--- src/rtl/month_year_counter.sv ---
// Month/year calendar stage: advances on end-of-month carries from the day
// counter, supports manual month/year setting, and drives BCD display digits.
module month_year_counter #(
  parameter int YEAR_MIN    = 2000,
  parameter int YEAR_MAX    = 2999,
  parameter int RESET_MONTH = 1,
  parameter int RESET_YEAR  = 2000
) (
  input  logic        clk_1s,
  input  logic        rst,
  input  logic        day_done,
  input  logic        set_enable,
  input  logic        set_sel,
  input  logic        inc,
  input  logic        dec,
  output logic [3:0]  month,
  output logic [11:0] year,
  output logic        is_leap,
  output logic [4:0]  days_in_month,
  output logic [3:0]  month_tens,
  output logic [3:0]  month_units,
  output logic [3:0]  year_thousands,
  output logic [3:0]  year_hundreds,
  output logic [3:0]  year_tens,
  output logic [3:0]  year_units,
  output logic        year_done
);

  localparam logic [11:0] YMIN = 12'(YEAR_MIN);
  localparam logic [11:0] YMAX = 12'(YEAR_MAX);
  localparam logic [3:0]  RMON = 4'(RESET_MONTH);
  localparam logic [11:0] RYR  = 12'(RESET_YEAR);

  logic [3:0]  month_q, month_d;
  logic [11:0] year_q, year_d;
  logic        year_done_q, year_done_d;
  logic        inc_q, dec_q;
  logic        inc_pulse, dec_pulse;

  assign inc_pulse = inc & ~inc_q;
  assign dec_pulse = dec & ~dec_q;

  // Next-state: run-mode carry rollover, or set-mode button stepping with wrap.
  always_comb begin
    month_d     = month_q;
    year_d      = year_q;
    year_done_d = 1'b0;
    if (!set_enable) begin
      if (day_done) begin
        if (month_q < 4'd12) begin
          month_d = month_q + 4'd1;
        end else begin
          month_d = 4'd1;
          if (year_q < YMAX) begin
            year_d = year_q + 12'd1;
          end else begin
            year_d      = YMIN;
            year_done_d = 1'b1;
          end
        end
      end
    end else if (inc_pulse && !dec_pulse) begin
      if (!set_sel) month_d = (month_q >= 4'd12) ? 4'd1 : month_q + 4'd1;
      else          year_d  = (year_q >= YMAX)   ? YMIN : year_q + 12'd1;
    end else if (dec_pulse && !inc_pulse) begin
      if (!set_sel) month_d = (month_q <= 4'd1) ? 4'd12 : month_q - 4'd1;
      else          year_d  = (year_q <= YMIN)  ? YMAX  : year_q - 12'd1;
    end
  end

  // State and button-history registers; reset overrides everything.
  always_ff @(posedge clk_1s) begin
    if (rst) begin
      month_q     <= RMON;
      year_q      <= RYR;
      year_done_q <= 1'b0;
      inc_q       <= 1'b0;
      dec_q       <= 1'b0;
    end else begin
      month_q     <= month_d;
      year_q      <= year_d;
      year_done_q <= year_done_d;
      inc_q       <= inc;
      dec_q       <= dec;
    end
  end

  assign month     = month_q;
  assign year      = year_q;
  assign year_done = year_done_q;

  // Binary-to-BCD by repeated compare/subtract (year < 4096, month < 16).
  logic [11:0] rem;
  logic [3:0]  d_th, d_hu, d_te;
  always_comb begin
    rem  = year_q;
    d_th = 4'd0;
    d_hu = 4'd0;
    d_te = 4'd0;
    for (int i = 0; i < 4; i++) begin
      if (rem >= 12'd1000) begin
        rem  = rem - 12'd1000;
        d_th = d_th + 4'd1;
      end
    end
    for (int i = 0; i < 9; i++) begin
      if (rem >= 12'd100) begin
        rem  = rem - 12'd100;
        d_hu = d_hu + 4'd1;
      end
    end
    for (int i = 0; i < 9; i++) begin
      if (rem >= 12'd10) begin
        rem  = rem - 12'd10;
        d_te = d_te + 4'd1;
      end
    end
  end

  assign year_thousands = d_th;
  assign year_hundreds  = d_hu;
  assign year_tens      = d_te;
  assign year_units     = rem[3:0];

  // Month digits: only 10..12 need a tens digit.
  always_comb begin
    if (month_q >= 4'd10) begin
      month_tens  = 4'd1;
      month_units = month_q - 4'd10;
    end else begin
      month_tens  = 4'd0;
      month_units = month_q;
    end
  end

  // Leap: multiple of 100 is seen via zero tens/units digits; since 100 = 4*25,
  // a multiple of 100 is a multiple of 400 exactly when it is a multiple of 16.
  logic div100;
  assign div100  = (d_te == 4'd0) && (rem[3:0] == 4'd0);
  assign is_leap = div100 ? (year_q[3:0] == 4'd0) : (year_q[1:0] == 2'd0);

  // Month length lookup; unreachable months read as 31.
  always_comb begin
    case (month_q)
      4'd4, 4'd6, 4'd9, 4'd11: days_in_month = 5'd30;
      4'd2:                    days_in_month = is_leap ? 5'd29 : 5'd28;
      default:                 days_in_month = 5'd31;
    endcase
  end

endmodule

--- config.mk ---
export PLATFORM = sky130hd
export DESIGN_NAME = month_year_counter
export DESIGN_NICKNAME = d
export VERILOG_FILES = /design/src/rtl/month_year_counter.sv
export SDC_FILE = /design/constraint.sdc
export NUM_CORES = 1
export LEC_CHECK = 0
export CAP_MARGIN = 20
export CELL_PAD_IN_SITES_DETAIL_PLACEMENT = 1
export CELL_PAD_IN_SITES_GLOBAL_PLACEMENT = 1
export CORE_MARGIN = 2
export CORE_UTILIZATION = 47
export CTS_BUF_LIST = sky130_fd_sc_hd__clkbuf_4
export DETAILED_ROUTE_END_ITERATION = 10
export PLACE_DENSITY = 0.84
export RECOVER_POWER = 25
export SETUP_SLACK_MARGIN = 0.2
export SLEW_MARGIN = 20
export SYNTH_ARGS = -nofsm -noshare
export SYNTH_HDL_FRONTEND = slang
export SYNTH_SLANG_ARGS = --single-unit
--- constraint.sdc ---
create_clock -name clk_1s -period 37 [get_ports clk_1s]
set_input_delay 7.4 -clock clk_1s [delete_from_list [all_inputs] [get_ports clk_1s]]
set_output_delay 7.4 -clock clk_1s [all_outputs]
set_load 0.05 [all_outputs]
==> flow_summary_export.csv, run 1 <==
group,metric,value,unit
timing,fin_worst_skew,0.00285,ns
grt,antenna_found_initial,3,
synth,yosysMostFrequentCell,"nand2_1",
floorplanning,fp-row-count,59,
hold_path,worstHoldEndpoint,"year[4]$_SDFFE_PP1P_",
synth,yosysUniqueCellTypes,144,
worst_setup_path,max_stage_delay,0.70,ns
clock_tree,numCtsBuffers,3,
timing,hold_viol_final,0,
final_layout,areaGrowthSynthToFinish,7.11,%
clock_tree,cts_tree,"yes",
floorplanning,start_util,47.6,%
timing,tightest_slew,1.10,ns
grt,grt.total_usage,30.9,%
synth,synth_top_area_share,5.79,%
floorplanning,dieArea,0.0275,mm^2
hold_path,hp-start,"year[4]$_SDFFE_PP1P_",
drt,wl_per_cell,21.8,um
timing,slew_headroom,26.5,%
timing,period_needed,34.95,ns
synth,ys_seq_area_share,3.09,%
place,dp_cells,2062,
grt,grt_max_degree,21,
floorplanning,die_h,166,um
synth,async_reset_ff_share,0,%
grt,grt_pass1_wl,74300,um
drt,drt_first_iter_violations,1114,
grt,grt_overflow_total,0,
worst_setup_path,start_kind,"flop",
clock_tree,cts-htree-levels,1,
final_layout,fin_cells,2089,
worst_setup_path,cpMaxStageDelayCell,"or4_1",
worst_setup_path,endpoint_kind,"output pin",
timing,fin_hold_ws,0.660,ns
worst_setup_path,worst_r2r_startpoint,"year[1]$_SDFFE_PP0P_",
place,dpl.hpwl,36000,um
clock_tree,cts_sinks,19,
hold_path,hold_depth,2,
timing,setup_tns,0,ns
worst_setup_path,worstRegToRegCells,11,
clock_tree,root_buffer,"clkbuf_4",
synth,ys.warnings.count,0,
timing,setup_viol_count_final,0,
run_status,status,"complete, no violations",
place,gp_congestion,0.929,
worst_setup_path,r2r_end,"year[10]$_SDFFE_PP1P_",
synth,yosysTopAreaCell,"ha_1",
worst_setup_path,r2r_slack,33.51,ns
grt,grt_pass1_vias,14400,
hold_path,hold_class,"reg -> reg",
floorplanning,io_pins,54,
drt,remaining_drc_errors,0,
worst_setup_path,path_max_fanout,13,
floorplanning,coreArea,0.0259,mm^2
synth,synth.area.top_cells,"ha_1 5.8%, xnor2_1 5.7%, nand2_1 5.3%",
drt,ant_nets,0,
synth,synth_cells,1754,
final_layout,fin_nets,1816,
floorplanning,die_w,166,um
clock_tree,clk_latency,0.33,ns
worst_setup_path,criticalPathCategory,"reg -> out",
timing,max_freq,0.0286,GHz
job,drv_cap,0,
synth,synth_common_cells,"175 x nand2_1, 149 x nor2_1, 122 x a21oi_1",
synth,syn_area,0.0123,mm^2
drt,vias,14500,
place,portBuffers,46,
worst_setup_path,crit_path_frequent_cell,"ha_1",
timing,fin_crit_sh,94.5,%
synth,synth-edff-count,0,
clock_tree,clk_pin_slew,0.13,ns
clock_tree,hold_buffers,0,
drt,vias_per_cell,6.95,
synth,ys_seq_elements,19,
final_layout,drive_gt1_share,14.0,%
worst_setup_path,cp_data_arrival_time,27.55,ns
timing,slew_violations,0,
drt,drt_pre_antenna_iters,5,
worst_setup_path,worstPathRequired,29.60,ns
drt,wirelength,45500,um
synth,synth_top_flop_cell,"dfxtp_1",
clock_tree,clk_path_buf_depth,2,
synth,syn_area_per_cell,7.03,um^2
[metrics by stage]
step / area, um^2 / utilization, % / setup slack, ns
finish: 13200 / 50.9 / 2.05
global route: 13200 / 50.9 / -0.0225
CTS: 12900 / 49.8 / 0.289
detailed placement: 12800 / 49.5 / -0.269
global placement: 12800 / 49.5 / 1.40
floorplan: 12300 / - / 4.48
[worst max-delay path by stage]
stage	to	cells past startpoint	slack, ns	startpoint
detailed placement	days_in_month[0]	110	-0.27	year[3]$_SDFFE_PP0P_
global placement	year_tens[1]	108	1.40	year[3]$_SDFFE_PP0P_
finish	days_in_month[0]	111	2.05	year[4]$_SDFFE_PP1P_
floorplan	days_in_month[0]	117	4.48	year[4]$_SDFFE_PP1P_
CTS	days_in_month[0]	111	0.29	year[4]$_SDFFE_PP1P_
global route	days_in_month[0]	118	-0.02	year[4]$_SDFFE_PP1P_
[layout by cell type (no fill, tap or decap), types with 31 or more instances in the layout]
cell and n:
xnor2_1 73, nor3_1 60, a31oi_1 32, nand2_1 174
nand4_1 31, inv_1 58, nor2_1 145, clkdlybuf4s50_1 31
a21oi_1 122, nand3_1 62, ha_1 56, o21ai_0 75
[per-layer routing]
layer  GRT usage, %  routed length (um)  vias up
li1               -                   -     6824
met1           41.6               20700     7117
met2           52.4               21400      495
met3           4.19                2420       86
met4           7.26                 995        0
met5              0                   0        -
[worst max-delay path: cells and delay by family, from the launching register on]
family,cells,cell delay (ns)
flip-flops,1,0.51
XOR/XNOR,7,1.53
adder cells (fa/ha/maj),12,3.05
buffers and inverters,19,3.12
multiplexers,2,0.68
AO/OA/AOI/OAI,33,8.85
AND/OR/NAND/NOR,38,9.44
[area by class of cell]
type / count / area (um^2)
fillers: 3375 / 12700
clock inverters: 1 / 5.00
repair buffers: 72 / 646
well taps: 335 / 419
multi-input cells: 1593 / 11500
diodes: 3 / 7.51
flip-flops and latches: 19 / 388
clock buffers: 3 / 22.5
inverters: 63 / 241
[state kept, by name (all words and copies together), names as in the netlist]
| register | count |
|---|---|
| year_done | 1 |
| year | 12 |
| month | 4 |
| inc_q | 1 |
| dec_q | 1 |
[what timing repair did]
| action | 4_1_cts | 5_1_grt |
|---|---|---|
| pin swaps | 2 | 4 |
| endpoints found under the setup margin | 9 | 9 |
| setup buffers | 4 | 16 |
| endpoints found under the hold margin | 0 | 0 |
| gates resized for setup | 8 | 38 |
[logic make-up after synthesis]
| logic type | Yosys count | share of synthesized area [%] |
|---|---|---|
| compound gates | 663 | 42.5 |
| other cells | 2 | 0.0609 |
| xor+xnor | 115 | 8.78 |
| flops | 19 | 3.09 |
| simple gates | 711 | 30.8 |
| fa+ha+maj | 58 | 5.87 |
| mux | 39 | 3.40 |
| buf+inv | 147 | 5.49 |
Power of run 1 is not shown: default switching activity piles up to over one toggle a cycle in this logic, so the estimate is an artifact.
==> inputs of run 2 (changes only) <==
--- a/config.mk
+++ b/config.mk
@@ -9,10 +9,10 @@
 export CELL_PAD_IN_SITES_DETAIL_PLACEMENT = 1
 export CELL_PAD_IN_SITES_GLOBAL_PLACEMENT = 1
 export CORE_MARGIN = 2
-export CORE_UTILIZATION = 47
+export CORE_UTILIZATION = 43
 export CTS_BUF_LIST = sky130_fd_sc_hd__clkbuf_4
 export DETAILED_ROUTE_END_ITERATION = 10
-export PLACE_DENSITY = 0.84
+export PLACE_DENSITY = 0.81
 export RECOVER_POWER = 25
 export SETUP_SLACK_MARGIN = 0.2
 export SLEW_MARGIN = 20
==> constraint.sdc (replaced) <==
create_clock -name clk_1s -period 31.1 [get_ports clk_1s]
set_input_delay 6.22 -clock clk_1s [delete_from_list [all_inputs] [get_ports clk_1s]]
set_output_delay 6.22 -clock clk_1s [all_outputs]
set_load 0.05 [all_outputs]
==> run 2 against run 1 <==
Worst setup slack got worse by 0.87 ns. Via count rose by 4.2%. Final cell count grew 7.3%. Count of clock-buffer cells in the layout up 1. Clock skew rose by 0.010 ns. Wire length increased by 6.9%. Core utilization rose by 1.7 points. Global-route usage shrank 1.2 points. Non-clock buffer count rose by 113. Highest routed layer is now met5.
==> flow_summary_export.csv, run 2 (synthesis gave the netlist of run 1 again) <==
group,metric,value,unit
final_layout,regArea,395,um^2
floorplanning,die_w,173,um
place,gp_congestion,0.959,
clock_tree,clk_pin_slew,0.13,ns
worst_setup_path,worstRegToRegCells,12,
worst_setup_path,critPathLaunch,"year[9]$_SDFFE_PP1P_",
drt,vias,15100,
worst_setup_path,r2r_slack,27.82,ns
final_layout,antenna_cells,0,
worst_setup_path,cp_data_arrival_time,23.70,ns
final_layout,areaGrowthSynthToFinish,19.6,%
final_layout,final_common_cell,"nand2_1",
clock_tree,clk_path_buf_depth,2,
timing,fin_crit_sh,96.2,%
drt,wirelength,48700,um
final_layout,fin_cells,2242,
grt,grt_overflow_total,0,
floorplanning,fp-row-count,61,
clock_tree,cts-htree-levels,1,
worst_setup_path,endpoint_kind,"output pin",
clock_tree,root_buffer,"clkbuf_4",
clock_tree,clk_latency,0.31,ns
floorplanning,start_util,44.0,%
timing,period_needed,29.92,ns
grt,antenna_found_initial,1,
worst_setup_path,start_kind,"flop",
timing,slew_headroom,34.3,%
final_layout,drive_gt1_share,23.0,%
final_layout,stdcell_area,0.0147,mm^2
grt,grt_pass1_wl,77000,um
timing,max_freq,0.0334,GHz
floorplanning,dieArea,0.0300,mm^2
final_layout,fin_nets,1929,
timing,tightest_slew,0.983,ns
floorplanning,coreArea,0.0280,mm^2
worst_setup_path,cpMaxStageDelayCell,"or4_4",
place,placed_cell_area,0.0137,mm^2
timing,slew_violations,0,
drt,wl_per_cell,21.7,um
worst_setup_path,worstPathRequired,24.88,ns
place,dpl.hpwl,37800,um
grt,grt.total_usage,29.7,%
hold_path,hold_depth,1,
place,dp_cells,2201,
final_layout,layout_common_cells,"170 x nand2_1, 142 x nor2_1, 137 x buf_4",
worst_setup_path,max_stage_delay,0.61,ns
timing,fin_worst_skew,0.0133,ns
worst_setup_path,crit_path_frequent_cell,"ha_1",
floorplanning,io_pins,54,
drt,remaining_drc_errors,0,
clock_tree,cts_sinks,19,
timing,hold_viol_final,0,
final_layout,multi_input_area,0.0120,mm^2
clock_tree,numCtsBuffers,3,
final_layout,n_fill_cell,3603,
grt,grt_max_degree,18,
hold_path,hold_class,"reg -> reg",
worst_setup_path,path_max_fanout,10,
floorplanning,die_h,173,um
drt,drt_first_iter_violations,1123,
place,portBuffers,46,
grt,grt_pass1_vias,15000,
run_status,status,"complete, no violations",
worst_setup_path,worst_r2r_startpoint,"year[1]$_SDFFE_PP0P_",
clock_tree,cts_tree,"yes",
drt,vias_per_cell,6.75,
worst_setup_path,criticalPathCategory,"reg -> out",
timing,setup_viol_count_final,0,
drt,ant_nets,0,
final_layout,largest_reg_flops,12,
drt,drt_pre_antenna_iters,5,
worst_setup_path,worstSetupEndpoint,"days_in_month[0]",
job,drv_cap,0,
worst_setup_path,r2r_end,"year[10]$_SDFFE_PP1P_",
==> run 2: changes by cell type in the layout (fill, tap and decap cells not counted), moves of 5 or more <==
cell and change:
o21ai_1 -8, clkdlybuf4s50_1 -6, buf_12 +7, xnor2_1 -5, o21ai_2 +7, xnor2_4 +5, nor3_1 -7, buf_4 +107
a2111oi_4 +5
==> run 2: per-layer routing <==
| layer | share of wire, % | GRT usage (%) | vias to the layer above |
|---|---|---|---|
| li1 | - | - | 7043 |
| met3 | 4.6 | 2.59 | 129 |
| met2 | 48 | 51.8 | 491 |
| met1 | 44 | 38.8 | 7468 |
| met4 | 2.9 | 8.86 | 2 |
| met5 | 0.023 | 0 | - |
==> run 2: area by class of cell <==
type	count	area share (%)
Clock buffer	4	0.204
Sequential cell	19	2.68
Multi-Input combinational cell	1593	81.5
Tap cell	378	3.21
Inverter	63	1.66
Timing Repair Buffer	185	10.7
==> run 2: how the worst min path moves through the flow <==
stage / from / endpoint / slack, ns
floorplan: year[4]$_SDFFE_PP1P_ / year[4]$_SDFFE_PP1P_ / 0.80
global placement: year[3]$_SDFFE_PP0P_ / year[3]$_SDFFE_PP0P_ / 0.58
detailed placement: year[3]$_SDFFE_PP0P_ / year[3]$_SDFFE_PP0P_ / 0.60
CTS: year[3]$_SDFFE_PP0P_ / year[3]$_SDFFE_PP0P_ / 0.62
global route: year[7]$_SDFFE_PP1P_ / year[7]$_SDFFE_PP1P_ / 0.63
finish: year[7]$_SDFFE_PP1P_ / year[7]$_SDFFE_PP1P_ / 0.61
==> run 2: what timing repair did <==
action | in CTS | in global routing
buffers inserted | 14 | 23
setup endpoints to repair | 9 | 9
hold buffers | 0 | 0
resized for setup | 51 | 98
pin swaps | 9 | 28
==> run 2: per-stage QoR <==
step / hold WS, ns / utilization, % / setup TNS, ns / worst slack, ns
floorplan: 0.795 / - / 0 / 0.258
global placement: 0.581 / 48.9 / 0 / 0.177
detailed placement: 0.599 / 48.9 / -7.77 / -1.43
CTS: 0.617 / 50.3 / 0 / 0.371
global route: 0.632 / 52.6 / -0.154 / -0.154
finish: 0.610 / 52.6 / 0 / 1.18
==> run 2: worst max-delay path: cells and delay by family (launching register included) <==
kind	cells	cell delay (ns)
multiplexers	3	0.94
XOR/XNOR	7	1.14
flip-flops	1	0.51
adder cells (fa/ha/maj)	12	2.54
AND/OR/NAND/NOR	39	7.73
buffers and inverters	22	3.00
AO/OA/AOI/OAI	33	7.51
Power of run 2 is left out for the same reason.
